`config.mk`:
```
export PLATFORM = sky130hd
export DESIGN_NAME = inst_fetch
export DESIGN_NICKNAME = d
export VERILOG_FILES = /design/src/rtl/inst_fetch_pkg.sv /design/src/rtl/fetch_skid_buf.sv /design/src/rtl/inst_fetch.sv
export SDC_FILE = /design/constraint.sdc
export NUM_CORES = 1
export LEC_CHECK = 0
export CAP_MARGIN = 25
export CORE_MARGIN = 1
export CORE_UTILIZATION = 55
export DETAILED_ROUTE_END_ITERATION = 10
export HOLD_SLACK_MARGIN = 0.02
export PLACE_DENSITY = 0.89
export SYNTH_ARGS = -nofsm -noshare
export SYNTH_HDL_FRONTEND = slang
export SYNTH_SLANG_ARGS = --single-unit
```
`constraint.sdc`:
```
create_clock -name clk -period 8.45 [get_ports clk]
set_input_delay 1.69 -clock clk [delete_from_list [all_inputs] [get_ports clk]]
set_output_delay 1.69 -clock clk [all_outputs]
set_load 0.02 [all_outputs]
```
`src/rtl/inst_fetch_pkg.sv`:
```
// inst_fetch_pkg: shared constants and helpers for the instruction fetch unit.
package inst_fetch_pkg;
    localparam int unsigned MEM_ADDR_WIDTH_DEF = 10;
    localparam int unsigned INST_WIDTH_DEF = 32;
    localparam int unsigned INST_MEM_SIZE_DEF = 1024;
    localparam logic [31:0] RESET_PC_DEF = 32'h0000_0000;
    localparam logic [31:0] NOP_INST = 32'h0000_0013;

    typedef logic [31:0] pc_t;

    // Full 30-bit word index compare so out-of-range PCs never alias into memory.
    function automatic logic pc_fault(input pc_t pc, input int unsigned size);
        return {2'b00, pc[31:2]} >= 32'(size);
    endfunction
endpackage

```
`src/rtl/fetch_skid_buf.sv`:
```
// fetch_skid_buf: 2-entry in-order FIFO with flush; head reads zero when empty.
module fetch_skid_buf #(
    parameter int unsigned W = 65
) (
    input  logic         clk,
    input  logic         reset,
    input  logic         push,
    input  logic         pop,
    input  logic         flush,
    input  logic [W-1:0] din,
    output logic [1:0]   count,
    output logic [W-1:0] head
);
    logic [W-1:0] e0, e1, e0_n, e1_n;
    logic [1:0]   count_n;

    always_comb begin
        count_n = flush ? 2'd0 : count + {1'b0, push} - {1'b0, pop};
        e0_n = (pop && count == 2'd2) ? e1 :
               (push && (count == 2'd0 || (pop && count == 2'd1))) ? din : e0;
        e1_n = (push && ((count == 2'd1 && !pop) || (count == 2'd2 && pop))) ? din : e1;
    end

    always_ff @(posedge clk or posedge reset) begin
        if (reset) begin
            count <= 2'd0;
            e0    <= '0;
            e1    <= '0;
        end else begin
            count <= count_n;
            e0    <= e0_n;
            e1    <= e1_n;
        end
    end

    assign head = (count != 2'd0) ? e0 : '0;

    a_no_overflow: assert property (@(posedge clk) disable iff (reset)
        !(push && !pop && !flush && count == 2'd2));
endmodule

```
`src/rtl/inst_fetch.sv`:
```
// inst_fetch: PC owner and fetch initiator for inst_mem with a credit-limited
// 2-entry return queue and valid/ready delivery to decode.
module inst_fetch
    import inst_fetch_pkg::*;
#(
    parameter int unsigned MEM_ADDR_WIDTH = MEM_ADDR_WIDTH_DEF,
    parameter int unsigned INST_WIDTH     = INST_WIDTH_DEF,
    parameter int unsigned INST_MEM_SIZE  = INST_MEM_SIZE_DEF,
    parameter logic [31:0] RESET_PC       = RESET_PC_DEF
) (
    input  logic                      clk,
    input  logic                      reset,
    output logic [MEM_ADDR_WIDTH-1:0] o_MemAddr,
    input  logic [INST_WIDTH-1:0]     i_MemData,
    input  logic                      i_Redirect,
    input  logic [31:0]               i_RedirectPc,
    output logic                      o_Valid,
    input  logic                      i_Ready,
    output logic [INST_WIDTH-1:0]     o_Inst,
    output logic [31:0]               o_Pc,
    output logic                      o_Fault
);
    localparam int unsigned W = 33 + INST_WIDTH;

    pc_t                  pc, req_pc, a;
    logic                 inflight, issue, pop, push, fault;
    logic [2:0]           credit;
    logic [1:0]           count;
    logic [W-1:0]         head;
    logic [INST_WIDTH-1:0] data;

    always_comb begin
        a      = i_Redirect ? (i_RedirectPc & ~32'h3) : pc;
        pop    = o_Valid & i_Ready;
        // Outstanding slots: queued + in flight, minus what decode takes this cycle.
        credit = {1'b0, count} + {2'b00, inflight} - {2'b00, pop};
        issue  = i_Redirect | (credit < 3'd2);
        push   = inflight & ~i_Redirect;
        fault  = pc_fault(req_pc, INST_MEM_SIZE);
        data   = fault ? INST_WIDTH'(NOP_INST) : i_MemData;
    end

    always_ff @(posedge clk or posedge reset) begin
        if (reset) begin
            pc       <= RESET_PC;
            req_pc   <= '0;
            inflight <= 1'b0;
        end else begin
            inflight <= issue;
            if (issue) begin
                pc     <= a + 32'd4;
                req_pc <= a;
            end
        end
    end

    fetch_skid_buf #(.W(W)) u_buf (
        .clk   (clk),
        .reset (reset),
        .push  (push),
        .pop   (pop),
        .flush (i_Redirect),
        .din   ({fault, req_pc, data}),
        .count (count),
        .head  (head)
    );

    assign o_MemAddr = reset ? RESET_PC[MEM_ADDR_WIDTH+1:2] : a[MEM_ADDR_WIDTH+1:2];
    assign o_Valid   = (count != 2'd0) & ~i_Redirect;
    assign o_Fault   = head[W-1];
    assign o_Pc      = head[W-2:INST_WIDTH];
    assign o_Inst    = head[INST_WIDTH-1:0];
endmodule
```
==> Implementation_results.wiki <==
{| class="wikitable"
! Metric !! Value
|-
| Outcome || completed
|-
| Diodes inserted || 0
|-
| Fraction of layout instances using a drive strength above 1 || 0.1054
|-
| Maximum fanout along the worst path || between 70 and 80
|-
| Number of DRC violations after detailed routing || 0
|-
| CTS sink count || 189
|-
| Routed wire length || 22.88 mm
|-
| Die width || around 130 µm
|-
| Most instantiated flip-flop cell in the synthesis netlist || sky130_fd_sc_hd__dfrtp_1
|-
| Sum Neg Setup Slack || 0 ps
|-
| Yosys reg bits || 189
|-
| Number of global-route vias before repair || 7415
|-
| Count of flip-flops with a built-in enable after synthesis || 0
|-
| Non-Filler Instances || approximately 1.3k
|-
| Antenna-violating nets left || 0
|-
| Dominant cells by area after synthesis || sky130_fd_sc_hd__dfrtp_1 49%, sky130_fd_sc_hd__o21ai_0 5.2%, sky130_fd_sc_hd__nand2_1 5.0%, sky130_fd_sc_hd__mux2i_1 4.7%, sky130_fd_sc_hd__nor2b_1 4.4%
|-
| Crit path required time || slightly below 7000 ps
|-
| Synth async-reset ratio || 1.000
|-
| Library cell with the highest instance count after synthesis || sky130_fd_sc_hd__dfrtp_1
|-
| Setup repair after global routing missed its margin || no
|-
| Worst-case setup slack after placement || 2638 ps
|-
| Distinct cells, synth || 51
|-
| Overall die height || ~130 µm
|-
| Area of all placed cells without fillers || 0.01172 mm²
|-
| Maximum frequency from static timing analysis || approximately 170 MHz
|-
| Final Wtd Congestion || 0.8453
|-
| Standard cell area after detailed placement || roughly 0.011 mm²
|-
| Synth-to-layout area growth || 21.97%
|-
| Count of cells along the worst register-to-register path || 14
|-
| CP startpoint kind || input pin
|-
| Post-layout nets || 1161
|-
| Max Root-Sink Buffers || 2
|-
| Buffers added on ports || 139
|-
| # Post-CTS Setup Buffers || 0
|-
| Clock H-tree levels || 4
|-
| Initial DRC Count || 651
|-
| Hold violation count in the final report || 0
|-
| Wire length per cell after detailed routing || 17.32 µm
|-
| Clock tree skew after final layout || 9.371 ps
|-
| Cell leakage power || 4.781 nW
|-
| Max Slew Vio Count || 0
|-
| Total routing usage reported by global routing || 0.2635
|-
| Initial Util || 0.5713
|-
| IO Count || approximately 140
|-
| Biggest area consumer among synthesized cells || sky130_fd_sc_hd__dfrtp_1
|-
| Total clock buffers created by CTS || 17
|-
| Startpoint-to-endpoint class of the critical path || in -> out
|-
| Row count || 47
|-
| Hold path depth || 2
|-
| Minimum clock period after layout || 5717 ps
|-
| Overall die area || 0.01800 mm²
|-
| Maximum number of pins on one net before global-route repair || 118
|-
| Class of the most critical hold timing path || reg -> reg
|-
| Number of vias per cell after detailed routing || 5.839
|-
| Synthesized instance count || 981
|-
| PnR worst setup slack || about 2700 ps
|-
| Maximum vdd ir drop || 0.2178 mV
|-
| Max-cap violations || 0
|-
| Detail Placement HPWL || 15.00 mm
|-
| Clock tree from TritonCTS || yes
|-
| Antenna violations before repair || 0
|-
| Top post-synthesis cells by count || 189 x sky130_fd_sc_hd__dfrtp_1, 129 x sky130_fd_sc_hd__nand2_1, 100 x sky130_fd_sc_hd__o21ai_0
|-
| Wire length of the first global-routing pass || 37.52 mm
|-
| Number of failing setup endpoints in the final timing report || 0
|-
| Vias post-DR || 7713
|-
| Actual slew at the worst max-slew pin || 918.2 ps
|-
| Area of the placeable core || 0.01682 mm²
|-
| Reg clk slew, reported paths || 70 ps
|-
| Sequential-to-total area share from yosys stat || 0.4923
|-
| Power density over the cells || 327.2 mW/mm²
|-
| Number of warnings reported in the yosys synthesis log || 0
|-
| Fraction of post-synthesis cell area in the top cell type by area || 0.4923
|-
| Syn avg cell area || 9.794 µm²
|-
| Leftover overflow at the end of global routing || 0
|-
| Finished Core Util || 0.6968
|-
| Post-Place Cells || between 1k and 1.5k
|-
| Buffer cell driving the clock tree root || sky130_fd_sc_hd__clkbuf_16
|-
| Hold bufs inserted after CTS || 0
|-
| Count of cells resized by post-cts repair || 0
|-
| Number of detailed-route iterations in the first pass || 5
|-
| Data arrival time of the critical path || 4030 ps
|-
| Clock latency of the later-clocked register in the worst-skew pair || 440 ps
|-
| Share of the clock period used by the worst path || 0.6766
|-
| Fill cell count || roughly 1.2k
|-
| Kind of end point of the critical path || output port
|-
| Max-slew headroom at the worst pin || 0.3879
|-
| Post-Synthesis Cell Area || just under 0.01 mm²
|}
[cell families after synthesis]
| logic type | Yosys count | share of synthesized area |
|---|---|---|
| and+or+nand+nor | 376 | 0.1999 |
| AOI/OAI and AO/OA | 196 | 0.1241 |
| DFF | 189 | 0.4923 |
| muxes | 80 | 0.08790 |
| buffers and inverters | 77 | 0.03620 |
| xor gates and xnor gates | 57 | 0.05196 |
| adders and majority gates | 5 | 0.007293 |
| other | 1 | 0.0003903 |
[layer usage]
metal,up-vias,GRT usage,part of all wire
met1,3797,0.3644,0.43
met3,38,0.04460,0.062
met2,293,0.4243,0.49
li1,3585,-,-
met5,-,0,0
met4,0,0.08614,0.017
[area by class of cell]
| cell class | count | area (µm²) | share of cell area |
|---|---|---|---|
| tap | 220 | 275.3 | 0.02349 |
| clock buffer | 17 | 425.4 | 0.03630 |
| inverter | 12 | 50.05 | 0.004271 |
| sequential | 189 | 4730 | 0.4036 |
| clock inverter | 15 | 162.7 | 0.01388 |
| timing repair buffer | 152 | 1514 | 0.1292 |
| multi-input combinational | 716 | 4562 | 0.3893 |
[critical path, stage by stage]
cell,delay [ps]
sky130_fd_sc_hd__clkdlybuf4s50_1,690
sky130_fd_sc_hd__inv_6,440
sky130_fd_sc_hd__buf_16,370
sky130_fd_sc_hd__and2_1,190
sky130_fd_sc_hd__clkdlybuf4s50_1,590
[placed cells by master, fill, tap and decap left out, drive strengths merged, types with 2 or more instances in the layout]
| master | n |
|---|---|
| a21oi | 18 |
| a22oi | 40 |
| a31oi | 2 |
| and2 | 4 |
| and3 | 2 |
| buf | 14 |
| clkbuf | 17 |
| clkdlybuf4s50 | 138 |
| clkinv | 4 |
| conb | 2 |
| dfrtp | 189 |
| ha | 4 |
| inv | 22 |
| mux2 | 35 |
| mux2i | 45 |
| nand2 | 130 |
| nand2b | 9 |
| nand3 | 22 |
| nand3b | 10 |
| nand4 | 8 |
| nand4b | 5 |
| nor2 | 91 |
| nor2b | 68 |
| nor3 | 15 |
| nor4 | 8 |
| o21ai | 100 |
| o22ai | 32 |
| xnor2 | 40 |
| xor2 | 17 |
[sequential cells by signal, summed over array words and instances, names as in the netlist]
name and flops:
u_buf.e0 63, inflight 1, u_buf.e1 63, pc 30
u_buf.count 2, req_pc 30
[path summary, 6_finish.rpt]
path,from,endpoint,slack (ps)
max,reset,o_MemAddr[0],2730
min,u_buf.e1[30]$_DFFE_PP0P_,u_buf.e1[30]$_DFFE_PP0P_,480
max reg2reg,u_buf.count[1]$_DFF_PP0_,pc[31]$_DFFE_PP0P_,4430
min reg2reg,u_buf.e1[30]$_DFFE_PP0P_,u_buf.e1[30]$_DFFE_PP0P_,480
max in group asynchronous,reset,req_pc[21]$_DFFE_PP0P_,5230
min in group asynchronous,reset,pc[21]$_DFFE_PP0P_,1970
[where the power goes]
group / switching (mW) / internal, mW
combinational: 0.954 / 0.696
clock: 0.392 / 0.399
sequential: 0.222 / 1.17
[stage by stage]
stage,power [mW],hold slack [ps]
floorplan,2.466,450.2
global route,4.044,509.0
CTS,3.832,487.3
finish,3.835,480.4
global placement,2.971,460.7
detailed placement,3.032,470.1
Power figures use the tool's default switching activity.
